<file path="src/rtl/multimode_counter.sv">
// Stepped, prescaled counter with wrap / saturate / one-shot modes and a registered terminal pulse.
// Define COUNTER_DOWN_EN to honour i_down (count from i_top toward 0); otherwise i_down is ignored.
module multimode_counter #(
   parameter int WIDTH          = 16,
   parameter int INCREMENT      = 1,
   parameter int PRESCALE_WIDTH = 8
) (
   input  logic                      i_clk,
   input  logic                      i_reset_n,
   input  logic                      i_enabled,
   input  logic                      i_clear,
   input  logic                      i_load,
   input  logic [WIDTH-1:0]          i_load_value,
   input  logic [WIDTH-1:0]          i_top,
   input  logic [PRESCALE_WIDTH-1:0] i_prescale,
   input  logic [1:0]                i_mode,
   input  logic                      i_start,
   input  logic                      i_down,
   output logic [WIDTH-1:0]          o_value,
   output logic                      o_hitTop,
   output logic                      o_busy,
   output logic                      o_done
);
   typedef enum logic [1:0] { ST_IDLE, ST_RUN, ST_DONE } state_t;

   localparam logic [1:0]                MODE_SAT     = 2'b01;
   localparam logic [1:0]                MODE_ONESHOT = 2'b10;
   localparam logic [WIDTH-1:0]          STEP         = WIDTH'(INCREMENT);
   localparam logic [PRESCALE_WIDTH-1:0] PRE_ONE      = PRESCALE_WIDTH'(1);

   state_t                    state, state_next;
   logic [WIDTH-1:0]          value_q, value_next;
   logic [PRESCALE_WIDTH-1:0] pre_q, pre_next;
   logic                      arrive_q, arrive_next;
   logic                      held_q, held_next;
   logic                      hit_q;
   logic                      count_down, is_oneshot, is_sat, pre_hit, active, terminal;
   logic [WIDTH:0]            up_sum;
   logic [WIDTH-1:0]          step_value, goal_value, restart_value;

`ifdef COUNTER_DOWN_EN
   assign count_down = i_down;
`else
   logic unused_down;
   assign unused_down = i_down;
   assign count_down  = 1'b0;
`endif

   assign is_oneshot = (i_mode == MODE_ONESHOT);
   assign is_sat     = (i_mode == MODE_SAT);
   assign pre_hit    = (pre_q == i_prescale);
   assign active     = !is_oneshot || (state == ST_RUN);
   assign up_sum     = {1'b0, value_q} + {1'b0, STEP};

   // Direction-dependent step, terminal test and the values a wrap/start reloads
   always_comb begin
      if (count_down) begin
         terminal      = (value_q == '0);
         step_value    = (value_q > STEP) ? (value_q - STEP) : '0;
         goal_value    = '0;
         restart_value = i_top;
      end else begin
         terminal      = (value_q >= i_top);
         step_value    = (up_sum > {1'b0, i_top}) ? i_top : up_sum[WIDTH-1:0];
         goal_value    = i_top;
         restart_value = '0;
      end
   end

   // Datapath next state; held_q stops a saturated count from pulsing more than once
   always_comb begin
      value_next  = value_q;
      pre_next    = pre_q;
      arrive_next = 1'b0;
      held_next   = is_sat ? held_q : 1'b0;
      if (i_clear) begin
         value_next = '0;
         pre_next   = '0;
         held_next  = 1'b0;
      end else if (i_load) begin
         value_next = (i_load_value > i_top) ? i_top : i_load_value;
         pre_next   = '0;
         held_next  = 1'b0;
      end else if (i_enabled && is_oneshot && i_start) begin
         value_next = restart_value;
         pre_next   = '0;
      end else if (i_enabled) begin
         pre_next = pre_hit ? '0 : (pre_q + PRE_ONE);
         if (pre_hit && active) begin
            if (!terminal) begin
               value_next  = step_value;
               arrive_next = (step_value == goal_value);
               if (is_sat) held_next = arrive_next;
            end else if (is_sat) begin
               value_next  = goal_value;
               arrive_next = !held_q;
               held_next   = 1'b1;
            end else if (!is_oneshot) begin
               value_next  = restart_value;
               arrive_next = (i_top == '0);
            end
         end
      end
   end

   always_ff @(posedge i_clk or negedge i_reset_n) begin
      if (!i_reset_n) begin
         value_q  <= '0;
         pre_q    <= '0;
         arrive_q <= 1'b0;
         held_q   <= 1'b0;
         hit_q    <= 1'b0;
      end else begin
         value_q  <= value_next;
         pre_q    <= pre_next;
         arrive_q <= arrive_next;
         held_q   <= held_next;
         hit_q    <= i_clear ? 1'b0 : arrive_q;
      end
   end

   always_ff @(posedge i_clk or negedge i_reset_n) begin
      if (!i_reset_n) state <= ST_IDLE;
      else            state <= state_next;
   end

   // One-shot sequencing; any other mode parks the FSM in IDLE
   always_comb begin
      state_next = state;
      if (!is_oneshot || i_clear) begin
         state_next = ST_IDLE;
      end else if (i_load) begin
         state_next = state;
      end else if (i_enabled && i_start) begin
         state_next = ST_RUN;
      end else if (i_enabled && pre_hit && (state == ST_RUN) &&
                   (terminal || (step_value == goal_value))) begin
         state_next = ST_DONE;
      end
   end

   always_comb begin
      o_busy = (state == ST_RUN);
      o_done = (state == ST_DONE);
   end

   assign o_value  = value_q;
   assign o_hitTop = hit_q;

endmodule

</file>
<file path="config.mk">
export PLATFORM = sky130hd
export DESIGN_NAME = multimode_counter
export DESIGN_NICKNAME = d
export VERILOG_FILES = /design/src/rtl/multimode_counter.sv
export SDC_FILE = /design/constraint.sdc
export NUM_CORES = 1
export LEC_CHECK = 0
export CORE_AREA = 5 5 91 101
export DETAILED_ROUTE_END_ITERATION = 8
export DIE_AREA = 0 0 96 106
export PLACE_DENSITY = 0.74
export SLEW_MARGIN = 20
export SYNTH_ARGS = -nofsm -noshare
export SYNTH_HDL_FRONTEND = slang
export SYNTH_SLANG_ARGS = --single-unit
</file>
<file path="constraint.sdc">
create_clock -name i_clk -period 8.15 [get_ports i_clk]
set_input_delay 0.815 -clock i_clk [delete_from_list [all_inputs] [get_ports i_clk]]
set_output_delay 0.815 -clock i_clk [all_outputs]
set_load 0.01 [all_outputs]
</file>
==> metrics.txt, run 1 <==
Critical-path top delay cell=nor2b_1; critical path data arrival time=approximately 5400 ps; cts-stage hold buffer count=0; run status=complete, no violations; number of flops mapped to enable cells by yosys=0; setup TNS=0 ps; worst slack at placement=3153 ps; ys flop type=dfrtp_1; htree depth=2; max-cap viol count=0; via count of the first global-routing pass=3876; Overall Global Routing Usage=0.2518; minimum clock period after layout=5160 ps; actual transition at the worst max-transition pin=1226 ps; number of distinct standard cells referenced by the synthesized netlist=62; count of cells along the worst hold path=1; Worst Reg2Reg Path Length in Cells=12; number of antenna violations at the first check in global routing=0; final count of pins violating max slew=0; Reg area=725.7 µm²; RSZ-0062 raised after global routing=false; worst hold endpoint=o_hitTop; post-CTS setup buffers=0; IO Port Bufs=66; stage delay of the slowest cell on the critical path=1000 ps; startpoint kind of the worst setup timing path=flip-flop; part of the cycle the worst path needs=0.6332; maximum frequency from static timing analysis=slightly below 200 MHz; Seq cells post-synth=29; FF-to-FF setup slack=about 3000 ps; number of vias per cell=6.262; fillcell total=761; Setup Skew=13.13 ps; Overflow after GRT=0; Warnings, synthesis=0; leading cell types in the layout, fill and taps excluded=clkdlybuf4s50_1 (66), ha_1 (50), nor2_1 (37); Adder-Cell Fraction of Synth Area=0.1612; CP Cell Sequence=ha_1 > nand4_2 > nor4_1 > xor2_1 > ha_1 > nand4_1 > o21bai_1 > a211oi_1 > o211ai_1 > nor4_1 > nor2b_1 > a221o_1; Initial DRT Pass Iterations=5; count of endpoints failing hold in the final timing report=0; fraction of layout cells with a size suffix above 1=0.05503; fraction of synthesized cell area in xor and xnor cells=0.08478; power density over cell area=roughly 130 nW/µm²; first-pass GRT wire length=20.04 mm; mean instance size in the synthesized netlist=8.223 µm²; ANT nets after route=0; worst relative slew slack=0.1810; largest family of logic cells by synthesized area=compound AO/OA/AOI/OAI gates; wire length per cell=19.56 µm; ANT cells=0; number of vias after detailed routing=about 4000; final critical-path setup slack=2990 ps; clock slew at reported path FFs=80 ps; drt total wl=12.48 mm; area share of the largest cell type after synthesis=0.1870; sequential cell area fraction in the yosys report=0.1870; largest fanout of any net on the critical path=12; number of setup violations in the final report=0; cell at the root of the clock tree=clkbuf_8; required time at the endpoint of the critical path=8380 ps; most common cell after layout, fill and taps aside=clkdlybuf4s50_1; Die Height=106 µm; worst skew pair latency=300 ps; Cells after Synth=472; detailed router's first-iteration violation count=roughly 310; P_leak=1.972 nW; I/O pin cnt=68; async set-reset flop share out of synthesis=1.000; signed area change from the synthesized netlist to the final layout=21.05%; class of the most critical hold timing path=flip-flop to flip-flop; path type of the worst setup path=flip-flop to flip-flop; Worst R2R End=o_value[14]; Simple-Gate Fraction of Synth Area=0.2134; Starting Density=0.4765; Die Footprint=10180 µm²; number of gates given a new drive strength after cts=0; width of the die=96 µm; Mapped Area=3881 µm²; Placeable Area=about 8000 µm²; total DRC errors in the routed layout=0; TritonCTS clock tree=yes; total nets after synthesis=571; routability cong.=between 0.9 and 1; largest vdd supply drop=64.77 µV; Hold Crit Start=arrive_q; CTS Buf Count=5; total area of multi-input combinational cells=2952 µm²; most area-consuming cells after synthesis=dfrtp_1 (19%), ha_1 (16%), xnor2_1 (4.1%); maximum number of pins on one net before global-route repair=30; maximum count of clock buffers along a single path=2; Setup crit end kind=flip-flop; Post-DP HPWL=between 9 and 10 mm; total number of nets in the final design=about 630; Site Rows=35; multiplexer share of the synthesized area=0.04449; startpoint of the most critical register-to-register path=o_value[0]; fraction of the mapped netlist area in compound gates=0.2556; Sink Count=29; biggest area consumer among synthesized cells=dfrtp_1
-- power by group --
part / leakage (nW) / internal (W) / total [W] / switching [W]
logic: 1.54 / 0.000138 / 0.000297 / 0.000159
registers: 0.390 / 0.000156 / 0.000192 / 0.0000361
clock network: 0.0439 / 0.0000590 / 0.000126 / 0.0000667
-- worst max path at each step --
| stage | slack (ps) | endpoint | depth (start not counted) | start |
|---|---|---|---|---|
| after floorplan | 4320 | o_value[12] | 14 | o_value[1] |
| after global placement | 3250 | o_value[7] | 12 | o_value[0] |
| after detailed placement | 3150 | o_value[14] | 12 | o_value[0] |
| after CTS | 3120 | o_value[7] | 12 | o_value[0] |
| after global routing | 2890 | o_value[7] | 12 | o_value[0] |
| final | 2990 | o_value[14] | 12 | o_value[0] |
-- registers in the layout, indices dropped and copies added (netlist names) --
signal,cells
o_hitTop,1
pre_q,8
held_q,1
arrive_q,1
o_value,16
state,2
-- routing by layer --
metal | up-vias | global-route usage | part of all wire | wire, µm
met2 | 173 | 0.3927 | 0.48 | 5976
li1 | 1910 | - | - | -
met4 | 0 | 0.1209 | 0.040 | 503
met5 | - | 0 | 0 | 0
met3 | 40 | 0.04317 | 0.064 | 804
met1 | 1872 | 0.3319 | 0.42 | 5194
-- kinds of logic (layout without fill, tap and decap cells) --
group	count (synthesis)	in the layout
AND/OR/NAND/NOR	155	155
AO/OA/AOI/OAI	133	133
buffers and inverters	52	107
adder cells (fa/ha/maj)	50	50
XOR/XNOR	36	36
flip-flops	29	29
multiplexers	17	17
-- worst max-delay path, delay by kind of cell, from the launching register on --
family | cells | cell delay [ps]
DFF | 1 | 550
adders and majority gates | 2 | 580
and+or+nand+nor | 5 | 2450
xor gates and xnor gates | 1 | 270
AOI/OAI and AO/OA | 4 | 1240
-- cells in the mapped netlist (all sizes together), types with 5 or more instances --
master / instances
o21ai: 29
ha: 50
a21oi: 23
dfrtp: 29
clkbuf: 13
buf: 9
a211oi: 9
nor3: 5
and3: 7
nand3: 20
mux2i: 15
nand2b: 9
xor2: 17
o2bb2ai: 12
xnor2: 18
nand2: 24
nor4: 14
nor2: 37
inv: 30
nand4: 15
or2: 6
a221o: 15
o211ai: 7
-- stage by stage --
step                      total power (W)  instances  utilization  hold slack [ps]  cell area, µm²
after global placement          0.0004789        630       0.5662            447.6            4612
final                           0.0006143        638       0.5768            481.4            4698
after detailed placement        0.0004860        630       0.5662            458.3            4612
after CTS                       0.0006127        638       0.5768            485.0            4698
after floorplan                 0.0003721        472            -            438.5            3881
after global routing            0.0006542        638       0.5768            518.9            4698
-- final cells by class --
class	count	area share
tap	111	0.02956
clock inverter	3	0.003728
inverter	30	0.02397
sequential	29	0.1545
timing repair buffer	69	0.1454
clock buffer	5	0.01465
multi-input combinational	391	0.6282
(Power assumes the default switching activity.)
==> run 2: changes to the inputs <==
--- a/config.mk
+++ b/config.mk
@@ -5,10 +5,10 @@
 export SDC_FILE = /design/constraint.sdc
 export NUM_CORES = 1
 export LEC_CHECK = 0
-export CORE_AREA = 5 5 91 101
+export CORE_AREA = 5 5 91 102
 export DETAILED_ROUTE_END_ITERATION = 8
-export DIE_AREA = 0 0 96 106
-export PLACE_DENSITY = 0.74
+export DIE_AREA = 0 0 96 107
+export PLACE_DENSITY = 0.77
 export SLEW_MARGIN = 20
 export SYNTH_ARGS = -nofsm -noshare
 export SYNTH_HDL_FRONTEND = slang
==> constraint.sdc (replaced) <==
create_clock -name i_clk -period 4.6 [get_ports i_clk]
set_input_delay 0.46 -clock i_clk [delete_from_list [all_inputs] [get_ports i_clk]]
set_output_delay 0.46 -clock i_clk [all_outputs]
set_load 0.01 [all_outputs]
==> metrics.txt, run 2 (synthesis gave the netlist of run 1 again) <==
run status=complete, no violations; total number of nets in the final design=638 (+2.1%); worst slack at placement=595.0 ps (-2558 ps); clock slew at reported path FFs=80 ps (about the same); P_leak=2.040 nW (+3.5%); largest vdd supply drop=138.3 µV (+110%); Overall Global Routing Usage=0.2652 (+0.01335); clock network power share=0.201 (-0.004); IO Port Bufs=66 (unchanged); routability cong.=0.9696 (+4.0%); leading cell types in the layout, fill and taps excluded=clkdlybuf4s50_1 (66), ha_1 (50), nor2_1 (37); minimum clock period after layout=4076 ps (-1084 ps); combinational group share of total power=0.502 (+0.019); startpoint of the most critical register-to-register path=o_value[2]; I/O pin cnt=68 (unchanged); total power of the final layout=0.001123 W (+83%); Starting Density=0.4765 (unchanged); max-cap viol count=0 (unchanged); number of gates given a new drive strength after cts=0 (unchanged); total DRC errors in the routed layout=0 (unchanged); Setup crit end kind=flip-flop; final critical-path setup slack=524.0 ps (-2466 ps); CTS Buf Count=5 (unchanged); startpoint kind of the worst setup timing path=flip-flop; Switching Share=0.4256 (-0.0005772); FF-to-FF setup slack=520 ps (-2470 ps); maximum number of pins on one net before global-route repair=30 (unchanged); Flop pwr share=0.297 (-0.016); origin of the worst setup path=o_value[2]; first-pass GRT wire length=20.89 mm (+4.2%); ANT cells=0 (unchanged); path type of the worst setup path=flip-flop to flip-flop; Worst Reg2Reg Path Length in Cells=14 (+2); Placeable Area=8145 µm² (unchanged); fraction of layout cells with a size suffix above 1=0.07778 (+0.02275); number of vias after detailed routing=3994 (-0.025%); maximum frequency from static timing analysis=245.3 MHz (+27%); Setup Skew=2.300 ps (-10.83 ps); Area after DPL=4722 µm² (+2.4%); ANT nets after route=0 (unchanged); RSZ-0062 raised after global routing=false; Die Footprint=10270 µm² (+0.94%); worst hold endpoint=o_hitTop; Die Height=107 µm (+0.94%); setup TNS=0 ps (unchanged); power density over cell area=233.5 nW/µm² (+79%); largest fanout of any net on the critical path=10 (-2); cell at the root of the clock tree=clkbuf_8; Hold Crit Start=arrive_q; Largest register FFs=16 (unchanged); actual transition at the worst max-transition pin=764.6 ps (-461.4 ps); net switching power figure=0.0004779 W (+83%); worst relative slew slack=0.4771 (+0.2961); TritonCTS clock tree=yes; required time at the endpoint of the critical path=4770 ps (-3610 ps); critical path data arrival time=4250 ps (-1140 ps); post-CTS setup buffers=0 (unchanged); Design Area, Final=4808 µm² (+2.3%); internal power summed over all cells=0.0006450 W (+83%); part of the cycle the worst path needs=0.8861 (+0.2529); width of the die=96 µm (unchanged); Site Rows=35 (unchanged); class of the most critical hold timing path=flip-flop to flip-flop; htree depth=2 (unchanged); number of vias per cell=6.135 (-2.0%); Worst R2R End=o_value[8]; count of endpoints failing hold in the final timing report=0 (unchanged); Overflow after GRT=0 (unchanged); cts-stage hold buffer count=0 (unchanged); maximum count of clock buffers along a single path=2 (unchanged); count of cells along the worst hold path=1 (unchanged); worst skew pair latency=290 ps (about the same); detailed router's first-iteration violation count=304 (-2.9%); signed area change from the synthesized netlist to the final layout=23.89%; Post-DP HPWL=10.51 mm (+7.9%); number of setup violations in the final report=0 (unchanged); final count of pins violating max slew=0 (unchanged); Initial DRT Pass Iterations=4 (-1); Sink Count=29 (unchanged); wire length per cell=20.24 µm (+3.5%); via count of the first global-routing pass=3926 (+1.3%); most common cell after layout, fill and taps aside=clkdlybuf4s50_1; number of antenna violations at the first check in global routing=0 (unchanged); drt total wl=13.18 mm (+5.6%)
-- run 2: cell count changes in the layout (fill, tap and decap cells not counted), sizes merged --
cell  change
buf      +13
-- run 2: power groups by stage --
stage | Sequential (W) | Clock (W) | Combinational [W]
after floorplan | 0.000319 | 0 | 0.000340
after global placement | 0.000336 | 0 | 0.000545
after detailed placement | 0.000337 | 0 | 0.000555
after CTS | 0.000332 | 0.000231 | 0.000559
after global routing | 0.000337 | 0.000240 | 0.000619
final | 0.000334 | 0.000225 | 0.000564
-- run 2: worst max-delay path by stage --
stage                             end  depth (start not counted)  slack [ps]
after CTS                  o_value[8]                         15         530
after detailed placement   o_value[8]                         15         600
after floorplan           o_value[12]                         14         770
final                      o_value[8]                         14         520
after global routing       o_value[8]                         14         340
after global placement     o_value[1]                         14         620
-- run 2: layout make-up --
class,instances,area (µm²)
clock buffers,5,68.82
flip-flops and latches,29,725.7
clock inverters,3,17.52
inverters,30,112.6
fillers,763,3337
repair buffers,82,793.3
well taps,111,138.9
multi-input cells,391,2952
-- run 2: critical path: stages (launching register included) --
cell	delay, ps
dfrtp_1	570
nand4_2	320
nor4_1	350
buf_4	170
xor2_1	220
ha_1	290
nand4_1	190
o21bai_1	110
a211oi_1	300
buf_4	190
o211ai_1	110
or3_1	360
and3b_1	290
buf_12	180
a221o_1	300
-- run 2: per-layer routing --
layer | routed length [µm] | share of wire | track usage | up-vias
li1 | - | - | - | 1935
met1 | 5684 | 0.43 | 0.3448 | 1873
met2 | 6313 | 0.48 | 0.4480 | 158
met3 | 775 | 0.059 | 0.04070 | 28
met4 | 402 | 0.031 | 0.07419 | 0
met5 | 0 | 0 | 0 | -
-- run 2: stage by stage --
step	util	hold WS (ps)	std cells
final	0.5903	462.6	651
after detailed placement	0.5797	447.9	643
after global placement	0.5797	443.7	643
after CTS	0.5903	465.4	651
after global routing	0.5903	490.2	651
after floorplan	-	164.4	472
